==> config.mk <==
export PLATFORM = sky130hd
export DESIGN_NAME = guitar_input_ctrl
export DESIGN_NICKNAME = d
export VERILOG_FILES = /design/src/rtl/guitar_pkg.sv /design/src/rtl/input_debouncer.sv /design/src/rtl/guitar_input_ctrl.sv
export SDC_FILE = /design/constraint.sdc
export NUM_CORES = 1
export LEC_CHECK = 0
export BUFFER_PORTS_ARGS = -buffer_cell sky130_fd_sc_hd__clkbuf_2
export CAP_MARGIN = 20
export CORE_MARGIN = 2
export CORE_UTILIZATION = 53
export CTS_CLUSTER_SIZE = 8
export DETAILED_ROUTE_END_ITERATION = 16
export PLACE_DENSITY_LB_ADDON = 0.2
export SETUP_SLACK_MARGIN = 0.02
export SYNTH_ARGS = -nofsm -noshare
export SYNTH_HDL_FRONTEND = slang
export SYNTH_SLANG_ARGS = --single-unit
==> constraint.sdc <==
create_clock -name clock -period 1.8 [get_ports clock]
set_input_delay 0.18 -clock clock [delete_from_list [all_inputs] [get_ports clock]]
set_output_delay 0.18 -clock clock [all_outputs]
set_load 0.005 [all_outputs]
==> src/rtl/guitar_pkg.sv <==
// Shared constants for the guitar input controller: debounce default,
// strum-mode encodings and the layout of the register-file input word.
package guitar_pkg;

  // 1 ms of stable input at a 50 MHz system clock
  localparam int DB_CYCLES_DEFAULT = 50000;

  // Strum-mode encodings
  localparam int STRUM_MODE_LEVEL   = 0;
  localparam int STRUM_MODE_LATCHED = 1;

  typedef enum logic {
    STRUM_LEVEL   = 1'b0,
    STRUM_LATCHED = 1'b1
  } strum_mode_e;

  // external_inputs layout: guitar_in starts at bit 0, hit_sticky follows
  // directly above it, everything above 2N reads as zero.
  localparam int EXT_GUITAR_LSB = 0;
  localparam int EXT_WORD_W     = 32;

  // Bit position of hit_sticky[0] for a controller with n channels
  function automatic int ext_sticky_lsb(input int n);
    return EXT_GUITAR_LSB + n;
  endfunction

  // Assemble the register-file input word from the per-channel vectors;
  // bits at or above n in either argument are masked off.
  function automatic logic [31:0] pack_external(input logic [31:0] gin,
                                                input logic [31:0] sticky,
                                                input int          n);
    logic [31:0] mask;
    mask = (32'h0000_0001 << n) - 32'h0000_0001;
    return ((gin & mask) << EXT_GUITAR_LSB) | ((sticky & mask) << ext_sticky_lsb(n));
  endfunction

endpackage

==> src/rtl/input_debouncer.sv <==
// One-bit two-flop synchronizer followed by a consecutive-cycle debouncer.
// The debounced state flips only after the synchronized input has disagreed
// with it for DB_CYCLES cycles in a row; any agreeing cycle restarts the count.
module input_debouncer
  import guitar_pkg::*;
#(
  parameter int   DB_CYCLES = DB_CYCLES_DEFAULT,
  parameter int   DB_W      = 16,
  parameter logic RESET_VAL = 1'b0
) (
  input  logic clock,
  input  logic resetn,
  input  logic raw_i,
  output logic db_o
);

  localparam logic [DB_W-1:0] CNT_LAST = DB_W'(DB_CYCLES - 1);

  logic            sync1_q;
  logic            sync2_q;
  logic            db_q;
  logic            db_d;
  logic [DB_W-1:0] cnt_q;
  logic [DB_W-1:0] cnt_d;

  // Count consecutive disagreeing cycles and flip the state on the last one
  always_comb begin
    db_d  = db_q;
    cnt_d = {DB_W{1'b0}};
    if (sync2_q != db_q) begin
      if (cnt_q == CNT_LAST) begin
        db_d  = ~db_q;
        cnt_d = {DB_W{1'b0}};
      end else begin
        cnt_d = cnt_q + DB_W'(1);
      end
    end else begin
      cnt_d = {DB_W{1'b0}};
    end
  end

  // Synchronizer chain and debounce state; sync flops reset to the idle
  // level so no spurious count starts when reset is released.
  always_ff @(posedge clock) begin
    if (!resetn) begin
      sync1_q <= RESET_VAL;
      sync2_q <= RESET_VAL;
      db_q    <= RESET_VAL;
      cnt_q   <= {DB_W{1'b0}};
    end else begin
      sync1_q <= raw_i;
      sync2_q <= sync1_q;
      db_q    <= db_d;
      cnt_q   <= cnt_d;
    end
  end

  assign db_o = db_q;

endmodule

==> src/rtl/guitar_input_ctrl.sv <==
// Guitar controller front end: conditions raw fret/strum lines, produces
// per-channel note levels, strike pulses and sticky strike flags, and packs
// them into a 32-bit register-file input word.
module guitar_input_ctrl
  import guitar_pkg::*;
#(
  parameter int NUM_PLAYERS = 2,
  parameter int NUM_FRETS   = 3,
  parameter int DB_CYCLES   = DB_CYCLES_DEFAULT,
  parameter int DB_W        = 16,
  parameter int STRUM_MODE  = STRUM_MODE_LEVEL,
  localparam int N          = NUM_PLAYERS * NUM_FRETS
) (
  input  logic                   clock,
  input  logic                   resetn,
  input  logic [N-1:0]           fret_n,
  input  logic [NUM_PLAYERS-1:0] strum,
  input  logic [N-1:0]           clear,
  output logic [N-1:0]           guitar_in,
  output logic [N-1:0]           hit_pulse,
  output logic [N-1:0]           hit_sticky,
  output logic [31:0]            external_inputs
);

  logic [N-1:0]           fret_db_n_s;
  logic [N-1:0]           pressed_s;
  logic [NUM_PLAYERS-1:0] strum_db_s;
  logic [NUM_PLAYERS-1:0] strum_rise_s;

  logic [NUM_PLAYERS-1:0] strum_prev_q;
  logic [N-1:0]           cap_q;
  logic [N-1:0]           cap_d;
  logic [N-1:0]           guitar_in_q;
  logic [N-1:0]           guitar_in_d;
  logic [N-1:0]           hit_pulse_q;
  logic [N-1:0]           hit_pulse_d;
  logic [N-1:0]           hit_sticky_q;
  logic [N-1:0]           hit_sticky_d;
  logic [31:0]            ext_q;
  logic [31:0]            ext_d;

  // Fret buttons idle high (released), so their debouncers reset to 1
  for (genvar c = 0; c < N; c++) begin : g_fret_db
    input_debouncer #(
      .DB_CYCLES (DB_CYCLES),
      .DB_W      (DB_W),
      .RESET_VAL (1'b1)
    ) u_fret_db (
      .clock  (clock),
      .resetn (resetn),
      .raw_i  (fret_n[c]),
      .db_o   (fret_db_n_s[c])
    );
  end

  // Strum lines idle low
  for (genvar p = 0; p < NUM_PLAYERS; p++) begin : g_strum_db
    input_debouncer #(
      .DB_CYCLES (DB_CYCLES),
      .DB_W      (DB_W),
      .RESET_VAL (1'b0)
    ) u_strum_db (
      .clock  (clock),
      .resetn (resetn),
      .raw_i  (strum[p]),
      .db_o   (strum_db_s[p])
    );
  end

  assign pressed_s    = ~fret_db_n_s;
  assign strum_rise_s = strum_db_s & ~strum_prev_q;

  // Per-channel next state: strike pulse, captured mask, note level, sticky flag
  always_comb begin
    cap_d        = {N{1'b0}};
    guitar_in_d  = {N{1'b0}};
    hit_pulse_d  = {N{1'b0}};
    hit_sticky_d = {N{1'b0}};
    for (int c = 0; c < N; c++) begin
      // A fret debounced in the same cycle as the strum rise already counts
      hit_pulse_d[c]  = strum_rise_s[c / NUM_FRETS] & pressed_s[c];
      // Set wins over clear so a strike in the clearing cycle is not lost
      hit_sticky_d[c] = hit_pulse_q[c] | (hit_sticky_q[c] & ~clear[c]);
      if (STRUM_MODE == STRUM_MODE_LATCHED) begin
        if (strum_rise_s[c / NUM_FRETS]) begin
          cap_d[c] = pressed_s[c];
        end else if (strum_db_s[c / NUM_FRETS]) begin
          cap_d[c] = cap_q[c];
        end else begin
          cap_d[c] = 1'b0;
        end
        guitar_in_d[c] = strum_db_s[c / NUM_FRETS] & cap_d[c];
      end else begin
        cap_d[c]       = 1'b0;
        guitar_in_d[c] = pressed_s[c] & strum_db_s[c / NUM_FRETS];
      end
    end
    // Packed from the same next-state values so the word tracks the outputs
    ext_d = pack_external(32'(guitar_in_d), 32'(hit_sticky_d), N);
  end

  // Output and history registers
  always_ff @(posedge clock) begin
    if (!resetn) begin
      strum_prev_q <= {NUM_PLAYERS{1'b0}};
      cap_q        <= {N{1'b0}};
      guitar_in_q  <= {N{1'b0}};
      hit_pulse_q  <= {N{1'b0}};
      hit_sticky_q <= {N{1'b0}};
      ext_q        <= 32'h0000_0000;
    end else begin
      strum_prev_q <= strum_db_s;
      cap_q        <= cap_d;
      guitar_in_q  <= guitar_in_d;
      hit_pulse_q  <= hit_pulse_d;
      hit_sticky_q <= hit_sticky_d;
      ext_q        <= ext_d;
    end
  end

  assign guitar_in       = guitar_in_q;
  assign hit_pulse       = hit_pulse_q;
  assign hit_sticky      = hit_sticky_q;
  assign external_inputs = ext_q;

endmodule

==> metrics.cfg <==
[critical_path]
crit_fanout=10
critical-path-slowest-cell=sky130_fd_sc_hd__or4_4
critPathArrivalTime_ns=2.05
cp.buffers_inverters=1
crit_path_cell_trace=ha_2 -> nand3_1 -> or4_4 -> o31ai_4 -> buf_6 -> a21oi_1
end_kind=flip-flop
crit_path_max_incr_delay_ns=0.47
cpLargestDelayFamily=simple AND/OR/NAND/NOR gates
cp_data_required_time_ns=2.11
setup.worst_path.start_class=flip-flop
crit_type=reg2reg

[detailed_routing]
detail_route.wirelength.met1_mm=6.147
routed_wire_length_per_instance_um=12.45
detail_route.wirelength_mm=13.04
antenna_violating_nets_post_route=0
wl_met3_um=432
drt_first_pass_iters=4
detailroute.via_count=5436
ratio_of_routed_vias_to_standard_cells=5.187
met2_length_mm=6.218
drtIter0Drc=332
detail_route.drc_violations=0
highest_layer=met4

[yosys]
synth.yosys.seq_area_share_pct=47.62
synth_cell_types=41
syn-instance-count=792
synth_top_area_share_pct=47.62
post_synth_instance_area_um2=7231
synth_edf_count=0
yosys_warnings=0
synth_seq_cells=172
post_synth.cell_area_avg_um2=9.130
ffs_w_async_s_r_synth_pct=0
post_synth_main_area_contributors=sky130_fd_sc_hd__dfxtp_1, sky130_fd_sc_hd__xnor2_1, sky130_fd_sc_hd__nor2_1, sky130_fd_sc_hd__xor2_1, sky130_fd_sc_hd__nand4_1
synth_top_flop_cell=sky130_fd_sc_hd__dfxtp_1
synthDominantAreaCellType=sky130_fd_sc_hd__dfxtp_1

[clocking]
clkTransAtPathRegs_ns=0.06
cts_num_sinks=172
h-tree-depth=4
cts.root.buffer_cell=sky130_fd_sc_hd__clkbuf_16
cts_tree=yes
insertion_delay_ns=0.42
clk_path_buf_depth=2
cts-buffers-inserted=17

[global_route]
grt_antenna_before_repair=0
via_count_of_the_first_global_routing_pass=5063
overflow=0
grt_usage_pct=18.92
first_pass_grt_wire_length_mm=22.44
grt_start_max_net_pins=20

[placement]
postPlaceCellArea_um2=7612
routabilityCongestion=0.8782
port_buffers=45
post-dp-hpwl_mm=8.992

[finish]
antenna_cells_inserted=0
layout_nets=884
final_cell_area_um2=8325
area_growth_from_synthesis_to_layout_pct=15.14
utilization_pct=62.62
final_layout_size_suffix_gt1_share_pct=12.50
layout.cells.most_common_list=sky130_fd_sc_hd__dfxtp_1, sky130_fd_sc_hd__nor2_1, sky130_fd_sc_hd__xnor2_1
layout.cells.most_common=sky130_fd_sc_hd__dfxtp_1

[pwr]
ratio_of_total_power_to_cell_area_nw_per_um2=923.8
total_leakage_power_nw=2.874
power.ir.vdd_worst_v=0.0007147

[timing]
timing.final.setup_violations=0
fin_crit_sh_pct=96.56
max-slew-margin-rel_pct=61.28
fmaxAchievable_mhz=575.4
max_slew.worst_pin.slew_ns=0.5756
finalCriticalPeriod_ns=1.738
hold_viol_final=0
final_max_slew_viol_count=0
clock_skew_ns=0.007175
rsz0062_at_grt=yes

[floorplanning]
placeableCoreArea_um2=13300
rows=42
floorplan.initialDensity_pct=54.39
area_of_the_die_um2=14590
io_count=66
fp.dieH_um=120.8
die_x_um=120.8

[flow_run]
max_cap_viol_count=0

[outcome]
outcome=finished, final reports clean

[worst_hold_path]
hold_path.class=in2reg

-- sequential cells by signal, indices dropped and copies added (netlist names), 5 cells and up --
| name | flops |
|---|---|
| hit_sticky | 6 |
| guitar_in | 5 |
| g_fret_db.u_fret_db.db_o | 6 |
| hit_pulse | 6 |
| g_strum_db.u_strum_db.cnt_q | 32 |
| g_fret_db.u_fret_db.sync2_q | 6 |
| g_fret_db.u_fret_db.cnt_q | 96 |
| g_fret_db.u_fret_db.sync1_q | 6 |
-- final cells by class --
class | instances | area [um2]
Fill cell | 1102 | 4970
Inverter | 28 | 105.1
Timing Repair Buffer | 75 | 474.2
Multi-Input combinational cell | 565 | 3470
Clock buffer | 22 | 474.2
Tap cell | 176 | 220.2
Clock inverter | 10 | 138.9
Sequential cell | 172 | 3443
-- layer usage --
metal / up-vias / track usage [%]
met2: 100 / 31.57
met3: 18 / 4.858
met5: - / 0
li1: 2785 / -
met1: 2533 / 22.86
met4: 0 / 8.648
-- per-stage QoR --
| step | setup TNS [ns] | setup WS (ns) | power [W] | hold slack, ns | cells |
|---|---|---|---|---|---|
| after global routing | -0.001080 | -0.001080 | 0.007961 | 0.04915 | 1048 |
| after floorplan | 0 | 0.03224 | 0.004019 | 0.2815 | 811 |
| after detailed placement | 0 | 0.02108 | 0.004030 | 0.3628 | 1007 |
| after CTS | 0 | 0.05122 | 0.007773 | 0.04436 | 1047 |
| final | 0 | 0.06194 | 0.007691 | 0.06525 | 1048 |
| after global placement | 0 | 0.06865 | 0.004026 | 0.3631 | 1007 |
-- final timing paths --
path	from	endpoint	slack (ns)	cells past startpoint
hold / removal	clear[3]	hit_sticky[3]$_SDFF_PN0_	0.07	3
hold reg to reg	g_fret_db[3].u_fret_db.sync1_q$_SDFF_PN1_	g_fret_db[3].u_fret_db.sync2_q$_SDFF_PN1_	0.41	1
setup / recovery	g_strum_db[0].u_strum_db.cnt_q[0]$_SDFF_PP0_	g_strum_db[0].u_strum_db.cnt_q[15]$_SDFF_PP0_	0.06	6
setup reg to reg	g_strum_db[0].u_strum_db.cnt_q[0]$_SDFF_PP0_	g_strum_db[0].u_strum_db.cnt_q[15]$_SDFF_PP0_	0.06	6
-- synthesized netlist by cell type (6+ instances only) --
master and number:
sky130_fd_sc_hd__a21oi_1 7, sky130_fd_sc_hd__and3_1 17, sky130_fd_sc_hd__and4_1 6, sky130_fd_sc_hd__buf_4 32, sky130_fd_sc_hd__clkbuf_1 12, sky130_fd_sc_hd__dfxtp_1 172
sky130_fd_sc_hd__ha_1 9, sky130_fd_sc_hd__inv_1 28, sky130_fd_sc_hd__mux2i_1 8, sky130_fd_sc_hd__nand2_1 35, sky130_fd_sc_hd__nand2b_1 12, sky130_fd_sc_hd__nand3_1 42
sky130_fd_sc_hd__nand4_1 39, sky130_fd_sc_hd__nor2_1 137, sky130_fd_sc_hd__nor2b_1 7, sky130_fd_sc_hd__nor3_1 30, sky130_fd_sc_hd__nor4_1 29, sky130_fd_sc_hd__nor4bb_1 10
sky130_fd_sc_hd__o21a_1 6, sky130_fd_sc_hd__or3_1 6, sky130_fd_sc_hd__xnor2_1 75, sky130_fd_sc_hd__xor2_1 38
-- report_power, final --
part / internal (W) / total (W) / switching, W
clock network: 0.00229 / 0.00373 / 0.00144
logic: 0.0000528 / 0.000121 / 0.0000682
registers: 0.00383 / 0.00384 / 0.0000115
-- logic make-up after synthesis --
family | share of synthesized area [%]
XOR/XNOR | 13.69
other | 0.05186
multiplexers | 1.108
AND/OR/NAND/NOR | 28.40
flip-flops | 47.62
adder cells (fa/ha/maj) | 1.557
AO/OA/AOI/OAI | 1.851
buffers and inverters | 5.727
-- tightest hold or removal path: stages --
cell                       delay (ns)
sky130_fd_sc_hd__clkbuf_2        0.08
sky130_fd_sc_hd__nor2b_1         0.04
sky130_fd_sc_hd__o21a_1          0.15
-- what timing repair did --
action                                  CTS  global route
hold buffers                              8             0
endpoints found under the setup margin   24            22
resized for setup                         1             2
buffers inserted                          0             0
endpoints found under the hold margin     8             0
pin swaps                                 1             0
cloned                                    0             1
Note: power is estimated with default switching activity, not from simulation.
